--- config.mk ---
export PLATFORM = sky130hd
export DESIGN_NAME = pc_fetch_ctrl_flat
export DESIGN_NICKNAME = d
export VERILOG_FILES = /design/src/rtl/pc_fetch_ctrl_if.sv /design/src/rtl/pc_fetch_ctrl.sv /design/src/flat_wrapper.sv
export SDC_FILE = /design/constraint.sdc
export NUM_CORES = 1
export LEC_CHECK = 0
export ABC_AREA = 1
export ABC_CLOCK_PERIOD_IN_PS = 6300
export CAP_MARGIN = 0
export CORE_ASPECT_RATIO = 1.2
export CORE_MARGIN = 4
export CORE_UTILIZATION = 48
export DETAILED_ROUTE_END_ITERATION = 7
export PLACE_DENSITY = 0.81
export SKIP_CTS_REPAIR_TIMING = 1
export SYNTH_ARGS = -nofsm -noshare
export SYNTH_HDL_FRONTEND = slang
export SYNTH_SLANG_ARGS = --single-unit
--- constraint.sdc ---
create_clock -name clk -period 6.3 [get_ports clk]
set_clock_uncertainty 0.1 [all_clocks]
set_input_delay 1.26 -clock clk [delete_from_list [all_inputs] [get_ports clk]]
set_output_delay 1.26 -clock clk [all_outputs]
set_load 0.01 [all_outputs]
--- src/rtl/pc_fetch_ctrl_if.sv ---
// Avalon-style instruction fetch bus between the fetch sequencer and instruction memory.
interface pc_fetch_ctrl_if;
    logic [31:0] instr_address;
    logic        instr_read;
    logic        instr_waitrequest;
    logic [31:0] instr_readdata;

    modport master (
        output instr_address,
        output instr_read,
        input  instr_waitrequest,
        input  instr_readdata
    );

    modport slave (
        input  instr_address,
        input  instr_read,
        output instr_waitrequest,
        output instr_readdata
    );
endinterface

--- src/rtl/pc_fetch_ctrl.sv ---
// Fetch sequencer: owns the architectural PC, fetches over the instruction bus,
// applies MIPS branch-delay-slot redirects and halts when the PC reaches HALT_ADDR.
module pc_fetch_ctrl #(
    parameter logic [31:0] RESET_VECTOR = 32'hBFC00000,
    parameter logic [31:0] HALT_ADDR    = 32'h00000000
) (
    input  logic               clk,
    input  logic               reset,
    pc_fetch_ctrl_if.master    bus,
    output logic [31:0]        instr,
    output logic               instr_valid,
    input  logic               stall,
    input  logic               redirect,
    input  logic [31:0]        pcnext_in,
    output logic [31:0]        pc,
    output logic               active,
    output logic [31:0]        retired
);

    localparam int DATA_W = 32;

    typedef enum logic [1:0] {
        ST_START,
        ST_FETCH,
        ST_EXEC,
        ST_HALT
    } state_t;

    state_t              state;
    state_t              state_nxt;
    logic [DATA_W-1:0]   pc_nxt;
    logic [DATA_W-1:0]   delay_target;
    logic                delay_pending;
    logic                fetch_done;
    logic                retire;

    function automatic logic [DATA_W-1:0] pc_inc(input logic [DATA_W-1:0] cur);
        return cur + 32'd4;
    endfunction

    assign bus.instr_address = pc;

    // A pending delay slot always wins over a fresh redirect on the retiring edge.
    always_comb begin
        pc_nxt = pc_inc(pc);
        if (delay_pending) begin
            pc_nxt = delay_target;
        end
    end

    always_ff @(posedge clk or negedge reset) begin
        if (!reset) begin
            state <= ST_START;
        end else begin
            state <= state_nxt;
        end
    end

    always_comb begin
        state_nxt      = state;
        fetch_done     = 1'b0;
        retire         = 1'b0;
        bus.instr_read = 1'b0;
        instr_valid    = 1'b0;
        active         = 1'b0;
        case (state)
            ST_START: begin
                state_nxt = ST_FETCH;
            end
            ST_FETCH: begin
                bus.instr_read = 1'b1;
                active         = 1'b1;
                if (!bus.instr_waitrequest) begin
                    fetch_done = 1'b1;
                    state_nxt  = ST_EXEC;
                end
            end
            ST_EXEC: begin
                instr_valid = 1'b1;
                active      = 1'b1;
                if (!stall) begin
                    retire    = 1'b1;
                    state_nxt = (pc_nxt == HALT_ADDR) ? ST_HALT : ST_FETCH;
                end
            end
            ST_HALT: begin
                state_nxt = ST_HALT;
            end
            default: begin
                state_nxt = ST_START;
            end
        endcase
    end

    always_ff @(posedge clk or negedge reset) begin
        if (!reset) begin
            pc            <= RESET_VECTOR;
            instr         <= '0;
            delay_pending <= 1'b0;
            delay_target  <= '0;
            retired       <= '0;
        end else begin
            if (fetch_done) begin
                instr <= bus.instr_readdata;
            end
            if (retire) begin
                retired <= retired + 32'd1;
                pc      <= pc_nxt;
                if (delay_pending) begin
                    delay_pending <= 1'b0;
                end else if (redirect) begin
                    delay_target  <= pcnext_in;
                    delay_pending <= 1'b1;
                end
            end
        end
    end

endmodule

--- src/flat_wrapper.sv ---
// flat-port wrapper written by rule: the top's interface ports become plain ports
module pc_fetch_ctrl_flat 
#(
    parameter logic [31:0] RESET_VECTOR = 32'hBFC00000,
    parameter logic [31:0] HALT_ADDR    = 32'h00000000
)
  (clk, reset, instr, instr_valid, stall, redirect, pcnext_in, pc, active, retired, bus_instr_address, bus_instr_read, bus_instr_waitrequest, bus_instr_readdata);
  pc_fetch_ctrl_if bus_i ();
  input  logic clk;
  input  logic reset;
  output logic [31:0] instr;
  output logic instr_valid;
  input  logic stall;
  input  logic redirect;
  input  logic [31:0] pcnext_in;
  output logic [31:0] pc;
  output logic active;
  output logic [31:0] retired;
  output wire logic [$bits(bus_i.instr_address)-1:0] bus_instr_address;
  output wire logic [$bits(bus_i.instr_read)-1:0] bus_instr_read;
  input wire logic [$bits(bus_i.instr_waitrequest)-1:0] bus_instr_waitrequest;
  input wire logic [$bits(bus_i.instr_readdata)-1:0] bus_instr_readdata;
  assign bus_instr_address = bus_i.instr_address;
  assign bus_instr_read = bus_i.instr_read;
  assign bus_i.instr_waitrequest = bus_instr_waitrequest;
  assign bus_i.instr_readdata = bus_instr_readdata;
  pc_fetch_ctrl #(.RESET_VECTOR(RESET_VECTOR), .HALT_ADDR(HALT_ADDR)) u_core (.clk(clk), .reset(reset), .bus(bus_i), .instr(instr), .instr_valid(instr_valid), .stall(stall), .redirect(redirect), .pcnext_in(pcnext_in), .pc(pc), .active(active), .retired(retired));
endmodule
==> results by group, run 1 <==
Synth
  • Synth cell types: 39
  • Mapped Area: 0.006855 mm2
  • FFs w/ async S/R, synth: 100.0%
  • Most frequent cell after synthesis: nand2_1
  • Area contributors post-synth: dfrtp_1 45%, nand2_1 11%, mux2_2 10%
  • Net Count, Synth: 845
  • Post-synth top flop: dfrtp_1
  • Synth area leader: dfrtp_1
  • Number of synthesized register bits: 131
  • Cells after Synth: 770
  • Warnings from Yosys: 0
  • Synth top area share: 44.53%
  • Top cells by count, synth: 202 x nand2_1, 122 x dfrtp_1, 68 x nor2_1
  • Sequential element share of the synthesized area: 47.98%
  • Avg Inst Size Synth: 8.903 um2
  • Post-synth EDFFs: 0

Placement
  • PortBufs: 199
  • Detailed placement HPWL: 12920 um
  • RD Place Congestion: 0.9301
  • Place WS: 2555 ps

Critical path
  • Worst setup SP type: input port
  • Critical Path Sink Type: flip-flop
  • Arr. time, crit path: 3550 ps
  • Kind of critical path: in2reg
  • Data required time of the worst path: 6540 ps
  • Worst-path fanout max: 51

Layout
  • Share of layout cells above drive strength 1: 14.87%
  • Util after Layout: 67.80%
  • Layout area overhead: 37.25%
  • Nets: 1017
  • Ant diodes: 0

Clocking
  • Reg clk slew, reported paths: 50 ps
  • CTS tree: built
  • Clk sinks: 131
  • Worst skew pair latency: 410 ps
  • Total CTS buffers: 17
  • Clock Root Buffer: clkbuf_16
  • H-tree Lvls: 4
  • Clock tree buffer depth: 2

Die
  • Chip height: 138.9 um
  • Num rows: 47
  • Top Ports: 200
  • Core area: 0.01388 mm2
  • Starting density of the core: 49.40%
  • DIE AREA: 0.01627 mm2
  • DIE WIDTH: 117.1 um

Job
  • # Max-Cap Violations: 0

Detailed routing
  • Pre-antenna DRT Iters: 4
  • # DRC: 0
  • Antenna viol nets, final: 0
  • Total Wirelength: 17290 um
  • Drt via density: 5.103
  • DRT iter0 DRCs: 323
  • Wire per inst: 15.35 um
  • DR vias: 5746

STA
  • RSZ-0062 raised after global routing: false
  • Final setup fails: 0
  • Final Hold Viols: 0
  • Fin crit period: 3314 ps
  • Max-slew violation count: 0
  • Max-Slew Margin vs Limit: 36.20%
  • Final worst slack: 2986 ps
  • Final worst-path cycle share: 52.60%
  • Worst Tran Pin Value: 957.0 ps
  • Setup tns final: 0 ps
  • Max Freq: 301.8 MHz

Power
  • Lkg Pwr: 4.445 nW
  • Cell Pwr Density: 222.1 mW/mm2
  • VDD IR max: 0.1891 mV

GRT
  • First-pass GRT wire length: 28660 um
  • Number of antenna violations at the first check in global routing: 1
  • Total global-route track usage: 22.33%
  • Total gr overflow: 0
  • Largest net degree at the start of global routing: 77
  • Vias in the first global route: 6012

Run status
  • Status: completed

Worst hold path
  • Min-delay worst type: reg2reg
## layout make-up
class / instances / area (um2)
Timing Repair Buffer: 205 / 2034
Fill cell: 1080 / 4469
Clock buffer: 23 / 478.0
Sequential cell: 131 / 3289
Clock inverter: 9 / 151.4
Tap cell: 171 / 214.0
Multi-Input combinational cell: 528 / 3020
Inverter: 59 / 221.5
## flip-flops by register name (all words and copies together) (netlist names)
signal	flops
u_core.delay_target	32
u_core.instr	32
u_core.bus.instr_address	32
u_core.retired	32
u_core.delay_pending	1
u_core.state	2
## placed cells by master, fill, tap and decap left out, drive strengths merged
| cell | n |
|---|---|
| dfstp | 9 |
| xor2 | 20 |
| nor4 | 2 |
| bufinv | 4 |
| o21ai | 43 |
| and2 | 2 |
| clkdlybuf4s50 | 198 |
| dfrtp | 122 |
| a22o | 1 |
| nand3 | 57 |
| mux2i | 1 |
| nand4 | 5 |
| clkbuf | 23 |
| nor2 | 80 |
| o21bai | 3 |
| xnor2 | 14 |
| nor4b | 1 |
| clkinvlp | 1 |
| clkinv | 4 |
| mux2 | 62 |
| nand3b | 2 |
| a31oi | 2 |
| nor3 | 11 |
| inv | 59 |
| a21oi | 4 |
| ha | 6 |
| nand2 | 206 |
| buf | 7 |
| or2 | 6 |
## logic make-up after synthesis
logic type                 after synthesis  share of synthesized area, %
and+or+nand+nor                        372                         24.22
DFF                                    131                         47.98
buffers and inverters                  111                         7.958
muxes                                   63                         10.33
AOI/OAI and AO/OA                       53                         4.070
xor gates and xnor gates                34                         4.344
adders and majority gates                6                         1.095
## power breakdown
part           switching (mW)  internal, mW
combinational          0.0748        0.0889
sequential             0.0179         0.855
clock                   0.361         0.693
total                   0.453          1.64
## critical path, cell delays in order
cell	delay, ps
clkdlybuf4s50_1	460
nor2_4	120
buf_4	430
nand4_2	190
nor2_2	180
nand3_2	130
nor2_2	160
nand2_2	80
inv_2	70
nand3_2	110
nor3_2	170
xor2_1	160
## worst paths after layout
| kind | from | end | slack (ps) | cells after the start |
|---|---|---|---|---|
| min reg2reg | u_core.delay_target[31] | u_core.delay_target[31] | 400 | 1 |
| min in group asynchronous | reset | u_core.instr[22] | 910 | 1 |
| max | stall | u_core.retired[30] | 2990 | 12 |
| max in group asynchronous | reset | u_core.retired[14] | 3920 | 2 |
| max reg2reg | u_core.state[0] | u_core.retired[30] | 3530 | 14 |
| min | u_core.delay_target[31] | u_core.delay_target[31] | 400 | 1 |
## per-stage QoR
| stage | power (mW) | cell area, um2 | hold slack, ps | instances |
|---|---|---|---|---|
| finish | 2.090 | 9409 | 396.7 | 1126 |
| global route | 2.163 | 9409 | 408.6 | 1126 |
| CTS | 2.111 | 9409 | 398.5 | 1126 |
| detailed placement | 1.053 | 8780 | 386.0 | 1094 |
| global placement | 1.049 | 8780 | 381.2 | 1094 |
| floorplan | 0.9517 | 6855 | 371.1 | 770 |
## layer usage
layer / global-route usage (%) / wire length (um)
met1: 25.09 / 6517
met2: 38.45 / 8961
met3: 5.805 / 1127
met4: 11.11 / 668
met5: 0 / 13
No activity file was read; power rests on OpenSTA's default activity.
==> inputs of run 2 (changes only) <==
--- a/config.mk
+++ b/config.mk
@@ -6,13 +6,13 @@
 export NUM_CORES = 1
 export LEC_CHECK = 0
 export ABC_AREA = 1
-export ABC_CLOCK_PERIOD_IN_PS = 6300
+export ABC_CLOCK_PERIOD_IN_PS = 2800
 export CAP_MARGIN = 0
 export CORE_ASPECT_RATIO = 1.2
 export CORE_MARGIN = 4
-export CORE_UTILIZATION = 48
+export CORE_UTILIZATION = 43
 export DETAILED_ROUTE_END_ITERATION = 7
-export PLACE_DENSITY = 0.81
+export PLACE_DENSITY = 0.77
 export SKIP_CTS_REPAIR_TIMING = 1
 export SYNTH_ARGS = -nofsm -noshare
 export SYNTH_HDL_FRONTEND = slang
==> constraint.sdc (replaced) <==
create_clock -name clk -period 2.8 [get_ports clk]
set_clock_uncertainty 0.1 [all_clocks]
set_input_delay 0.56 -clock clk [delete_from_list [all_inputs] [get_ports clk]]
set_output_delay 0.56 -clock clk [all_outputs]
set_load 0.01 [all_outputs]
==> run 2 against run 1 <==
Sequential share of layout area decreased by 0.41 points. Via count shrank 0.21%. Power up 120%. Critical endpoint is now active. Largest power group unchanged.
==> results by group, run 2 (synthesis results as in run 1) <==
STA
  • RSZ-0062 raised after global routing: false (unchanged)
  • Max-Slew Margin vs Limit: 55.61% (was 36.20%)
  • Final worst-path cycle share: 88.09%
  • Max Freq: 405.4 MHz
  • Fin crit period: 2466 ps
  • Worst Tran Pin Value: 665.2 ps (was 957.0 ps)
  • Final setup fails: 0 (unchanged)
  • Setup tns final: 0 ps (unchanged)
  • Max-slew violation count: 0 (unchanged)
  • Final Hold Viols: 0 (unchanged)
  • Hold Worst Slack: 77.51 ps (was 396.7 ps)

Layout
  • Layout fillers: 1352 (was 1080)
  • Nets: 1022 (was 1017)
  • Final instance area: 0.009522 mm2 (was 0.009409 mm2)
  • Seq. cell area: 0.003289 mm2 (unchanged)
  • Util after Layout: 60.88% (was 67.80%)
  • Most common cell after layout, fill and taps aside: nand2_1 (unchanged)
  • Ant diodes: 0 (unchanged)
  • Commonest non-fill, non-tap cells in the layout: 202 x nand2_1, 198 x clkdlybuf4s50_1, 122 x dfrtp_1 (unchanged)
  • Layout area overhead: 38.89% (was 37.25%)
  • Multi-input gate area: 0.003020 mm2 (unchanged)
  • Share of layout cells above drive strength 1: 15.52% (was 14.87%)

Clocking
  • Total CTS buffers: 17 (unchanged)
  • Clk sinks: 131 (unchanged)
  • H-tree Lvls: 4 (unchanged)
  • CTS tree: built (unchanged)
  • Reg clk slew, reported paths: 50 ps (about the same)
  • Clock tree buffer depth: 2 (unchanged)
  • Clock Root Buffer: clkbuf_16 (unchanged)
  • Worst skew pair latency: 410 ps (about the same)

Die
  • Num rows: 50 (was 47)
  • Chip height: 146.3 um (was 138.9 um)
  • Starting density of the core: 43.83% (was 49.40%)
  • Top Ports: 200 (unchanged)
  • Core area: 0.01564 mm2 (was 0.01388 mm2)
  • DIE AREA: 0.01803 mm2 (was 0.01627 mm2)
  • DIE WIDTH: 123.3 um (was 117.1 um)

Detailed routing
  • DR vias: 5734 (was 5746)
  • Antenna viol nets, final: 0 (unchanged)
  • Drt via density: 4.909 (was 5.103)
  • DRT iter0 DRCs: 335 (was 323)
  • Pre-antenna DRT Iters: 7 (was 4)
  • # DRC: 0 (unchanged)
  • Wire per inst: 15.14 um (was 15.35 um)
  • Total Wirelength: 17690 um (was 17290 um)

Critical path
  • CP delay by family, top: buffers and inverters (was simple AND/OR/NAND/NOR gates)
  • Crit path buffers/inverters: 3 (unchanged)
  • Most used cell, CP: inv_1
  • Max incr delay on CP: 550 ps (was 460 ps)
  • Crit path capture: active (was u_core.retired[30])
  • Slowest-stage cell, CP: clkdlybuf4s50_1 (unchanged)
  • Data required time of the worst path: 2140 ps (was 6540 ps)
  • Kind of critical path: reg2out (was in2reg)
  • CP startpoint: u_core.state[0] (was stall)
  • Worst-path fanout max: 5 (was 51)
  • CP Cell Sequence: inv_1 > ha_1 > inv_1 > clkdlybuf4s50_1 (was clkdlybuf4s50_1 > nor2_4 > buf_4 > nand4_2 > nor2_2 > nand3_2 > nor2_2 > nand2_2 > inv_2 > nand3_2 > nor3_2 > xor2_1)
  • Critical Path Sink Type: primary output (was flip-flop)
  • WP depth: 4 (was 12)
  • Worst setup SP type: flip-flop (was input port)
  • Reg2Reg Setup Slack: 370 ps (was 3530 ps)
  • R2r endpoint: u_core.state[1] (was u_core.retired[30])
  • Worst reg2reg startpoint: u_core.bus.instr_address[3] (was u_core.state[0])
  • R2R cell count: 13 (was 14)
  • Arr. time, crit path: 1810 ps (was 3550 ps)

Placement
  • Detailed placement HPWL: 13330 um (was 12920 um)
  • Dpl cell area: 0.008889 mm2 (was 0.008780 mm2)
  • RD Place Congestion: 0.9221 (was 0.9301)
  • PortBufs: 199 (unchanged)

Power
  • Clk pwr share: 50.0% (was 50.4%)
  • Power share of the sequential group: 42.0% (was 41.8%)
  • Net Sw Power: 1.013 mW (was 0.4534 mW)
  • Sw Share: 21.64% (was 21.70%)
  • Internal power: 3.669 mW (was 1.636 mW)
  • Lkg Pwr: 4.486 nW (was 4.445 nW)
  • Cell Pwr Density: 491.8 mW/mm2 (was 222.1 mW/mm2)
  • VDD IR max: 0.3116 mV (was 0.1891 mV)
  • Combinational power share: 8.0% (was 7.8%)

Job
  • # Max-Cap Violations: 0 (unchanged)

GRT
  • Number of antenna violations at the first check in global routing: 5 (was 1)
  • Vias in the first global route: 5835 (was 6012)
  • First-pass GRT wire length: 29000 um (was 28660 um)
  • Largest net degree at the start of global routing: 51 (was 77)
  • Total gr overflow: 0 (unchanged)
  • Total global-route track usage: 20.36% (was 22.33%)

Worst hold path
  • Min-delay worst type: in2async (was reg2reg)

Run status
  • Status: completed (unchanged)
-- run 2: per-layer routing --
metal / track usage, % / share of wire [%] / vias up
met5: 0 / 0.41 / -
met4: 7.590 / 2.3 / 10
met3: 5.967 / 6.3 / 41
met2: 35.07 / 51 / 173
met1: 23.71 / 40 / 2703
li1: - / - / 2807
-- run 2: power groups by stage --
stage | sequential, mW | combinational [mW] | clock, mW
6_report | 1.97 | 0.375 | 2.34
5_1_grt | 1.97 | 0.415 | 2.49
4_1_cts | 1.96 | 0.380 | 2.39
3_5_place_dp | 2.00 | 0.377 | 0
3_3_place_gp | 2.00 | 0.373 | 0
2_1_floorplan | 2.00 | 0.144 | 0
-- run 2: through the flow --
stage	cells	power, mW	setup slack [ps]
floorplan	770	2.141	657.8
global placement	1136	2.369	259.5
detailed placement	1136	2.374	203.5
CTS	1168	4.737	303.5
global route	1168	4.871	123.5
finish	1168	4.683	333.5
-- run 2: how the worst min path moves through the flow --
stage | from | endpoint | slack, ps | depth (start not counted)
finish | reset | u_core.delay_target[4] | 80 | 1
global route | reset | u_core.delay_target[4] | 120 | 1
CTS | reset | u_core.instr[26] | 90 | 1
detailed placement | u_core.delay_target[16] | u_core.delay_target[16] | 390 | 1
global placement | u_core.delay_target[18] | u_core.delay_target[18] | 380 | 1
floorplan | reset | u_core.bus.instr_address[0] | 160 | 0
-- run 2: final cells by class --
type	count	share of cell area, %
Multi-Input combinational cell	528	31.72
Inverter	59	2.326
Clock inverter	8	1.275
Timing Repair Buffer	210	22.02
Sequential cell	131	34.55
Tap cell	208	2.733
Clock buffer	24	5.375
